===== src/rtl/reduce_arb_pkg.sv =====
// Shared types and helpers for the reduce stream arbiter: token width,
// the done token that ends stream ownership, and the input FSM states.
package reduce_arb_pkg;

  localparam int DATA_W = 17;

  // Done token: control flag set, opcode field 01. Only this token ends a stream.
  localparam logic [DATA_W-1:0] DONE_TOKEN = 17'h10100;

  typedef enum logic [0:0] {
    IDLE  = 1'b0,
    GRANT = 1'b1
  } arb_state_t;

  // True when the token is exactly the done token (stop tokens do not match).
  function automatic logic is_done(input logic [DATA_W-1:0] tok);
    return (tok == DONE_TOKEN);
  endfunction

endpackage


===== src/rtl/reduce_owner_fifo.sv =====
// Small id FIFO recording which requester owns each stream in flight through
// the reduce unit. Head is the owner of the tokens currently leaving the unit.
module reduce_owner_fifo
  import reduce_arb_pkg::*;
#(
  parameter int DEPTH = 2,
  parameter int ID_W  = 2,
  localparam int PTR_W = (DEPTH > 1) ? $clog2(DEPTH) : 1,
  localparam int CNT_W = $clog2(DEPTH + 1)
) (
  input  logic            clk,
  input  logic            flush,
  input  logic            en,
  input  logic            push,
  input  logic [ID_W-1:0] push_id,
  input  logic            pop,
  output logic [ID_W-1:0] head,
  output logic            full,
  output logic            empty
);

  localparam logic [CNT_W-1:0] DEPTH_C = CNT_W'(DEPTH);
  localparam logic [PTR_W-1:0] LAST_C  = PTR_W'(DEPTH - 1);

  logic [ID_W-1:0]  mem_q [DEPTH];
  logic [PTR_W-1:0] wr_ptr_q;
  logic [PTR_W-1:0] rd_ptr_q;
  logic [CNT_W-1:0] count_q;
  logic             do_push_s;
  logic             do_pop_s;

  // Pointer advance with explicit wrap so non-power-of-two depths work.
  function automatic logic [PTR_W-1:0] ptr_inc(input logic [PTR_W-1:0] p);
    if (p == LAST_C) begin
      return '0;
    end else begin
      return p + 1'b1;
    end
  endfunction

  assign full      = (count_q == DEPTH_C);
  assign empty     = (count_q == '0);
  assign head      = mem_q[rd_ptr_q];
  assign do_pop_s  = en & pop & ~empty;
  // Simultaneous push and pop on a full queue is legal: the pop frees the slot.
  assign do_push_s = en & push & (~full | do_pop_s);

  // Storage, pointers and occupancy count; flush empties the queue.
  always_ff @(posedge clk) begin
    if (flush) begin
      wr_ptr_q <= '0;
      rd_ptr_q <= '0;
      count_q  <= '0;
      for (int i = 0; i < DEPTH; i++) begin
        mem_q[i] <= '0;
      end
    end else begin
      if (do_push_s) begin
        mem_q[wr_ptr_q] <= push_id;
        wr_ptr_q        <= ptr_inc(wr_ptr_q);
      end
      if (do_pop_s) begin
        rd_ptr_q <= ptr_inc(rd_ptr_q);
      end
      case ({do_push_s, do_pop_s})
        2'b10:   count_q <= count_q + 1'b1;
        2'b01:   count_q <= count_q - 1'b1;
        default: count_q <= count_q;
      endcase
    end
  end

endmodule


===== src/rtl/reduce_stream_arbiter.sv =====
// Shares one reduce unit between NUM_REQ sparse token streams. A requester
// owns the input side from grant until its done token passes; result tokens
// are steered back through an owner queue so the next stream may start while
// the previous one is still draining.
module reduce_stream_arbiter
  import reduce_arb_pkg::*;
#(
  parameter int NUM_REQ   = 4,
  parameter int DATA_W    = 17,
  parameter int OWN_DEPTH = 2,
  localparam int ID_W     = (NUM_REQ > 1) ? $clog2(NUM_REQ) : 1
) (
  input  logic              clk,
  input  logic              flush,
  input  logic              clk_en,
  input  logic              tile_en,
  input  logic [DATA_W-1:0] req_data_in [NUM_REQ],
  input  logic [NUM_REQ-1:0] req_data_in_valid,
  output logic [NUM_REQ-1:0] req_data_in_ready,
  output logic [DATA_W-1:0] req_data_out [NUM_REQ],
  output logic [NUM_REQ-1:0] req_data_out_valid,
  input  logic [NUM_REQ-1:0] req_data_out_ready,
  output logic [DATA_W-1:0] red_data_in,
  output logic              red_data_in_valid,
  input  logic              red_data_in_ready,
  input  logic [DATA_W-1:0] red_data_out,
  input  logic              red_data_out_valid,
  output logic              red_data_out_ready,
  output logic [ID_W-1:0]   grant_id,
  output logic              busy
);

  // After reset the search starts just past NUM_REQ-1, i.e. at requester 0.
  localparam logic [ID_W-1:0] LAST_INIT = ID_W'(NUM_REQ - 1);

  arb_state_t      state_q;
  logic [ID_W-1:0] grant_id_q;
  logic [ID_W-1:0] last_grant_q;

  logic            active_s;
  logic            pick_found_s;
  logic [ID_W-1:0] pick_id_s;
  logic            grant_s;
  logic            in_done_s;
  logic            pop_s;
  logic [ID_W-1:0] out_id_s;
  logic            q_full_s;
  logic            q_empty_s;

  // Handshakes only complete while the tile is enabled and the clock is on.
  assign active_s = clk_en & tile_en;

  // Round-robin picker: first valid requester after the last grant, wrapping.
  always_comb begin
    logic [ID_W-1:0] cand;
    cand         = '0;
    pick_found_s = 1'b0;
    pick_id_s    = '0;
    for (int k = 1; k <= NUM_REQ; k++) begin
      cand = ID_W'((int'(last_grant_q) + k) % NUM_REQ);
      if (!pick_found_s && req_data_in_valid[cand]) begin
        pick_found_s = 1'b1;
        pick_id_s    = cand;
      end else begin
        pick_found_s = pick_found_s;
        pick_id_s    = pick_id_s;
      end
    end
  end

  // A full owner queue (registered count) blocks a new grant this cycle.
  assign grant_s   = active_s & (state_q == IDLE) & pick_found_s & ~q_full_s;
  assign in_done_s = red_data_in_valid & red_data_in_ready & is_done(red_data_in);
  assign pop_s     = red_data_out_valid & red_data_out_ready & is_done(red_data_out);

  // Input arbitration FSM: grant a stream and hold it until its done token passes.
  always_ff @(posedge clk) begin
    if (flush) begin
      state_q      <= IDLE;
      grant_id_q   <= '0;
      last_grant_q <= LAST_INIT;
    end else if (active_s) begin
      case (state_q)
        IDLE: begin
          if (grant_s) begin
            state_q      <= GRANT;
            grant_id_q   <= pick_id_s;
            last_grant_q <= pick_id_s;
          end
        end
        GRANT: begin
          if (in_done_s) begin
            state_q <= IDLE;
          end
        end
        default: state_q <= IDLE;
      endcase
    end
  end

  reduce_owner_fifo #(
    .DEPTH (OWN_DEPTH),
    .ID_W  (ID_W)
  ) u_owner_fifo (
    .clk     (clk),
    .flush   (flush),
    .en      (active_s),
    .push    (grant_s),
    .push_id (pick_id_s),
    .pop     (pop_s),
    .head    (out_id_s),
    .full    (q_full_s),
    .empty   (q_empty_s)
  );

  // Input mux: pass the owner's stream straight through to the reduce unit.
  always_comb begin
    red_data_in       = '0;
    red_data_in_valid = 1'b0;
    req_data_in_ready = '0;
    if (state_q == GRANT) begin
      red_data_in                   = req_data_in[grant_id_q];
      red_data_in_valid             = active_s & req_data_in_valid[grant_id_q];
      req_data_in_ready[grant_id_q] = active_s & red_data_in_ready;
    end else begin
      red_data_in       = '0;
      red_data_in_valid = 1'b0;
      req_data_in_ready = '0;
    end
  end

  // Output demux: results are broadcast; only the queue head sees valid.
  always_comb begin
    req_data_out_valid = '0;
    red_data_out_ready = 1'b0;
    for (int r = 0; r < NUM_REQ; r++) begin
      req_data_out[r] = red_data_out;
    end
    if (!q_empty_s) begin
      req_data_out_valid[out_id_s] = active_s & red_data_out_valid;
      red_data_out_ready           = active_s & req_data_out_ready[out_id_s];
    end else begin
      req_data_out_valid = '0;
      red_data_out_ready = 1'b0;
    end
  end

  assign grant_id = grant_id_q;
  assign busy     = (state_q == GRANT) | ~q_empty_s;

endmodule


===== config.mk =====
export PLATFORM = sky130hd
export DESIGN_NAME = reduce_stream_arbiter
export DESIGN_NICKNAME = d
export VERILOG_FILES = /design/src/rtl/reduce_arb_pkg.sv /design/src/rtl/reduce_owner_fifo.sv /design/src/rtl/reduce_stream_arbiter.sv
export SDC_FILE = /design/constraint.sdc
export NUM_CORES = 1
export LEC_CHECK = 0
export CAP_MARGIN = 0
export CORE_MARGIN = 10
export CORE_UTILIZATION = 31
export CTS_CLUSTER_DIAMETER = 150
export DETAILED_ROUTE_END_ITERATION = 6
export PLACE_DENSITY = 0.84
export SYNTH_ARGS = -nofsm -noshare
export SYNTH_HDL_FRONTEND = slang
export SYNTH_HIERARCHICAL = 1
export SYNTH_SLANG_ARGS = --single-unit
export TNS_END_PERCENT = 100

===== constraint.sdc =====
create_clock -name clk -period 3.3 [get_ports clk]
set_clock_uncertainty 0.05 [all_clocks]
set_input_delay 0.66 -clock clk [delete_from_list [all_inputs] [get_ports clk]]
set_output_delay 0.66 -clock clk [all_outputs]
set_load 0.02 [all_outputs]

==> results of run 1 <==
-- flip-flops by register name, summed over array words and instances, names as in the netlist, named ones only --
signal	cells
state_q	1
u_owner_fifo/rd_ptr_q	1
u_owner_fifo/count_q	2
u_owner_fifo/wr_ptr_q	1
grant_id	2
u_owner_fifo/mem_q	4
last_grant_q	2
-- how the worst max path moves through the flow --
stage / slack, ns / end / startpoint
2_1_floorplan: 0.26 / u_owner_fifo/count_q[1]$_SDFFE_PP0P_ / flip-flop
3_3_place_gp: 0.09 / u_owner_fifo/count_q[1]$_SDFFE_PP0P_ / red_data_out[1]
3_5_place_dp: 0.02 / u_owner_fifo/count_q[1]$_SDFFE_PP0P_ / red_data_out[1]
4_1_cts: 0.08 / req_data_out_valid[3] / clk_en
5_1_grt: 0.02 / req_data_out_valid[1] / clk_en
6_report: 0.09 / req_data_out_valid[3] / clk_en
-- logic make-up after synthesis --
logic type | Yosys count
AOI/OAI and AO/OA | 21
xor gates and xnor gates | 2
adders and majority gates | 1
buffers and inverters | 81
DFF | 14
muxes | 22
and+or+nand+nor | 75
-- report_power, final --
| part | internal [mW] | total [mW] | switching [mW] |
|---|---|---|---|
| combinational | 0.262 | 0.446 | 0.184 |
| clock | 0.105 | 0.162 | 0.0568 |
| sequential | 0.184 | 0.189 | 0.00517 |
| total | 0.552 | 0.797 | 0.246 |
-- synthesized netlist by cell type, types with 5 or more instances --
cell and n:
buf_4 68, and2_1 17, nor2_1 14, dfxtp_1 10
mux4_1 10, mux4_2 9, nand2_1 8, a21oi_1 6
and3_1 6, inv_1 5
-- critical path: stages --
cell and delay, ns:
clkdlybuf4s50_1 0.48, nand2_1 0.11, nor3b_1 0.31, buf_4 0.17
and3_1 0.15, clkdlybuf4s50_1 0.61
-- through the flow --
| stage | setup slack (ns) | hold WS, ns | util |
|---|---|---|---|
| global route | 0.0235 | 0.502 | 0.580 |
| CTS | 0.0771 | 0.477 | 0.580 |
| global placement | 0.0883 | 0.444 | 0.571 |
| floorplan | 0.259 | 0.426 | - |
| finish | 0.0937 | 0.477 | 0.580 |
| detailed placement | 0.0241 | 0.465 | 0.571 |
-- per-layer routing --
layer	up-vias	part of all wire
met5	-	0
li1	999	-
met1	951	0.34
met4	0	0.0066
met3	4	0.14
met2	128	0.52
-- final cells by class --
type                            count  area share
Timing Repair Buffer              210       0.561
Multi-Input combinational cell    121       0.305
Sequential cell                    14      0.0870
Tap cell                           77      0.0262
Clock buffer                        4      0.0150
Inverter                            5     0.00510
==> impl_metrics.tcl, run 1 <==
set metrics [dict create \
    via_count 2082 \
    wl_per_cell_um 19.2 \
    grt_pass1_vias 2285 \
    regArea_um2 320 \
    place.gp.congestion 0.823 \
    cp-start-kind "primary input" \
    final_cells 431 \
    avgSynthCellArea_um2 9.40 \
    grt_first_pass_wirelength_um 12100 \
    irDropWorstVdd_mv 0.145 \
    io_pins 197 \
    setup_viol 0 \
    synth_top_family_by_area "buffers and inverters" \
    dr.pass1.iters 4 \
    cts_sinks 14 \
    crit_path_max_fanout 3 \
    ant_nets 0 \
    fp.dieH_um 101 \
    synth_warnings 6 \
    worstSetupPathType "in -> out" \
    end_kind "output port" \
    drv_slew 0 \
    r2r_cells 9 \
    area_growth_pct 81.3 \
    clk_pin_slew_ns 0.06 \
    port-buffer-count 196 \
    min_period_ns 3.21 \
    synth_edf_count 4 \
    power_leakage_nw 1.38 \
    placed_cells 427 \
    root_buffer "clkbuf_8" \
    fillers 539 \
    fmax_mhz 312 \
    nNetsFinal 455 \
    overflow 0 \
    ys_ff_latch 14 \
    hold_path_class "reg -> reg" \
    synthSimpleGateAreaFrac 0.219 \
    coreArea_um2 6350 \
    start_util 0.320 \
    grt_util_met3 0.0727 \
    drive_gt1_frac 0.0904 \
    period_share 0.972 \
    die-area_um2 10200 \
    status "finished, final reports clean" \
    grt_busiest_layer "met2" \
    fin_total_pwr_mw 0.797 \
    worst_hold_path.num_cells 2 \
    worst_slew_pin_slew_ns 0.520 \
    synthDistinctLibCells 43 \
    grt_max_degree 24 \
    synth_xor_area_frac 0.00863 \
    cts_inserted_buffers 3 \
    yosys_most_used_dff "dfxtp_1" \
    synthesis.area_um2 2030 \
    syn_inst 216 \
    diodes 0 \
    synth.largest_area_cell "buf_4" \
    ys_seq_area_frac 0.158 \
    synth_compound_area_frac 0.0727 \
    cts-resized-gates 0 \
    mostFrequentLayoutCell "clkdlybuf4s50_1" \
    min_from "last_grant_q[0]$_SDFFE_PP1P_" \
    dp.final_hpwl_um 7590 \
    synth.area.top_cells "buf_4, mux4_1, mux4_2" \
    cp.arrival_ns 2.50 \
    stdcell_area_um2 3680 \
    clkLatencyLatePin_ns 0.24 \
    grt_util_all_layers 0.148 \
    setup_tns_ns 0 \
    syn-num-nets 316 \
    crit_required_ns 2.59 \
    synth_top_area_frac 0.251 \
    fp.dieW_um 101 \
    hold_path_end "last_grant_q[0]$_SDFFE_PP1P_" \
    cts_hold_buf 0 \
    final_cell_mix "clkdlybuf4s50_1, and2_1, nor2_1, buf_4" \
    synth-adder-area-share 0.00616 \
    muxShareOfSynthArea 0.248 \
    grtUsageMet2 0.287 \
    multi_input_area_um2 1120 \
    cts_tree "yes" \
    drc_errors 0 \
    postCtsSetupBuffers 0 \
    placed_area_um2 3630 \
    via_per_inst 4.83 \
    finalHoldViolCount 0 \
    grt_util_met1 0.137 \
    drt_wl_total_um 8290 \
    clockBufferDepth 2 \
    antenna_found_initial 0 \
    cap_violations 0 \
    drt-initial-drc-count 60 \
    cts_max_level 1 \
    ys_async_sr_fraction 0 \
    slew_headroom 0.652 \
    cellPowerDensity_nw_per_um2 216 \
    r2r_setup_slack_ns 0.54 \
    rsz0062_at_grt "no" \
    reg2reg_to "u_owner_fifo/count_q[1]$_SDFFE_PP0P_" \
    row_count 29 \
]
No activity file was read; power rests on OpenSTA's default activity.
==> inputs of run 2 (changes only) <==
--- a/config.mk
+++ b/config.mk
@@ -7,10 +7,10 @@
 export LEC_CHECK = 0
 export CAP_MARGIN = 0
 export CORE_MARGIN = 10
-export CORE_UTILIZATION = 31
+export CORE_UTILIZATION = 28
 export CTS_CLUSTER_DIAMETER = 150
 export DETAILED_ROUTE_END_ITERATION = 6
-export PLACE_DENSITY = 0.84
+export PLACE_DENSITY = 0.8
 export SYNTH_ARGS = -nofsm -noshare
 export SYNTH_HDL_FRONTEND = slang
 export SYNTH_HIERARCHICAL = 1
==> constraint.sdc (replaced) <==
create_clock -name clk -period 2.6 [get_ports clk]
set_clock_uncertainty 0.05 [all_clocks]
set_input_delay 0.52 -clock clk [delete_from_list [all_inputs] [get_ports clk]]
set_output_delay 0.52 -clock clk [all_outputs]
set_load 0.02 [all_outputs]
==> run 2 against run 1 <==
Net effect:
- first-iteration DRC count down 8.3%
- register-to-register slack worse by 0.54 ns
- worst hold slack better by 0.0018 ns
- setup slack worse by 0.099 ns
- die area up 8.5%
- utilization down 0.29 points
- via count up 8.1%
- non-clock buffer count up 32
- global-route usage up 0.15 points
- combinational power up 35%
- largest cell class unchanged
- the run now ends with negative setup slack left
==> impl_metrics.tcl, run 2 (synthesis results as in run 1) <==
set metrics [dict create \
    worst_slew_pin_slew_ns 0.538 \
    drv_slew 0 \
    io_pins 197 \
    fin_total_pwr_mw 1.03 \
    reg2reg_to "u_owner_fifo/count_q[1]$_SDFFE_PP0P_" \
    setup_viol 1 \
    row_count 30 \
    irDropWorstVdd_mv 0.114 \
    grt_util_all_layers 0.149 \
    drive_gt1_frac 0.212 \
    final_cell_mix "clkdlybuf4s50_1, buf_4, dlygate4sd2_1, and2_1, nor2_1" \
    status "finished, violations left" \
    r2r_setup_slack_ns 0 \
    critPathLaunch "tile_en" \
    setup_slack_ns -0.00544 \
    nNetsFinal 487 \
    utilization 0.577 \
    path_delay_family "buffers and inverters" \
    fmax_mhz 384 \
    cp-start-kind "primary input" \
    critPathMaxStageDelay_ns 0.50 \
    r2r_cells 10 \
    slew_headroom 0.641 \
    grt_pass1_vias 2475 \
    root_buffer "clkbuf_8" \
    cts_tree "yes" \
    coreArea_um2 6910 \
    cap_violations 0 \
    fin_hold_ws_ns 0.479 \
    die-area_um2 11100 \
    cp.arrival_ns 2.73 \
    fillers 639 \
    clkLatencyLatePin_ns 0.25 \
    dr.pass1.iters 5 \
    cpMaxStageDelayCell "clkdlybuf4s50_1" \
    placed_area_um2 3930 \
    finalHoldViolCount 0 \
    violations "negative setup slack" \
    cts_max_level 1 \
    fp.dieW_um 105 \
    critPathBufInv 4 \
    clockBufferDepth 2 \
    min_period_ns 2.61 \
    hold_path_class "reg -> reg" \
    overflow 0 \
    cts_sinks 14 \
    antenna_found_initial 1 \
    dp.final_hpwl_um 7950 \
    clk_pin_slew_ns 0.05 \
    port-buffer-count 196 \
    largest_reg_flops 4 \
    min_from "u_owner_fifo/rd_ptr_q$_SDFFE_PP0P_" \
    drc_errors 0 \
    multi_input_area_um2 1210 \
    cts_inserted_buffers 3 \
    largest-register "u_owner_fifo/mem_q" \
    via_per_inst 4.66 \
    grt_max_degree 23 \
    fp.dieH_um 105 \
    crit_required_ns 2.72 \
    regArea_um2 322 \
    power_leakage_nw 1.68 \
    via_count 2250 \
    reg2reg_from "u_owner_fifo/mem_q[1][0]$_SDFFCE_PN0P_" \
    mostFrequentLayoutCell "clkdlybuf4s50_1" \
    crit_path_max_fanout 4 \
    area_growth_pct 96.2 \
    setup_tns_ns -0.00544 \
    worst_hold_path.num_cells 2 \
    stdcell_area_um2 3990 \
    drt-initial-drc-count 55 \
    cts_hold_buf 0 \
    ant_nets 0 \
    cellPowerDensity_nw_per_um2 259 \
    start_util 0.294 \
    wl_per_cell_um 18.3 \
    drt_wl_total_um 8860 \
    grt_first_pass_wirelength_um 13500 \
    worstSetupPathType "in -> reg" \
    end_kind "flip-flop" \
    place.gp.congestion 0.802 \
    cp_cell_sequence "clkdlybuf4s50_1 > nand2_2 > buf_4 > a2111o_1 > inv_2 > o211a_4 > inv_4 > ha_4 > xnor2_2 > or3_1 > a21oi_2" \
    rsz0062_at_grt "yes" \
    period_share 1.00 \
]
[run 2: changes by cell type in the layout (fill, tap and decap cells not counted), sizes merged]
cell / delta
clkdlybuf4s50: -44
clkbuf: +5
diode: +1
clkdlybuf4s15: +2
buf: +32
dlygate4sd2: +37
[run 2: worst max-delay path by stage]
stage	cells after the start	endpoint	slack [ns]
final	11	u_owner_fifo/count_q[1]$_SDFFE_PP0P_	-0.005
after global routing	10	u_owner_fifo/count_q[1]$_SDFFE_PP0P_	-0.09
after CTS	10	u_owner_fifo/count_q[1]$_SDFFE_PP0P_	-0.01
after detailed placement	9	u_owner_fifo/count_q[1]$_SDFFE_PP0P_	-0.57
after global placement	9	u_owner_fifo/count_q[1]$_SDFFE_PP0P_	-0.47
after floorplan	9	u_owner_fifo/count_q[1]$_SDFFE_PP0P_	0.01
[run 2: routing by layer]
layer,GRT usage,routed length (µm)
met5,0,0
met4,0.0412,162
met3,0.0657,884
met2,0.278,4600
met1,0.146,3220
[run 2: tightest hold or removal path: cells and delay by family (launching register included)]
kind            cells  cell delay (ns)
compound gates      2             0.18
flops               1             0.30
[run 2: layout make-up]
cell class / instances / share of cell area
Clock buffer: 4 / 0.0113
Sequential cell: 14 / 0.0807
Multi-Input combinational cell: 121 / 0.305
Timing Repair Buffer: 242 / 0.567
Inverter: 5 / 0.00534
Antenna cell: 1 / 0.000628
Tap cell: 96 / 0.0301
[run 2: report_power, final]
part           leakage (nW)  internal, mW  switching, mW
registers             0.123         0.233        0.00993
logic                  1.53         0.354          0.246
clock network        0.0228         0.109         0.0790
total                  1.68         0.696          0.335
[run 2: metrics by stage]
stage / instances / setup WS [ns]
after floorplan: 216 / 0.0116
after global placement: 476 / -0.466
after detailed placement: 476 / -0.568
after CTS: 482 / -0.00972
after global routing: 483 / -0.0875
final: 483 / -0.00544
[run 2: timing repair]
action / CTS / global route
buffers inserted: 2 / 0
endpoints found under the hold margin: 0 / 0
pin swaps: 10 / 0
resized for setup: 57 / 13
setup endpoints to repair: 31 / 7
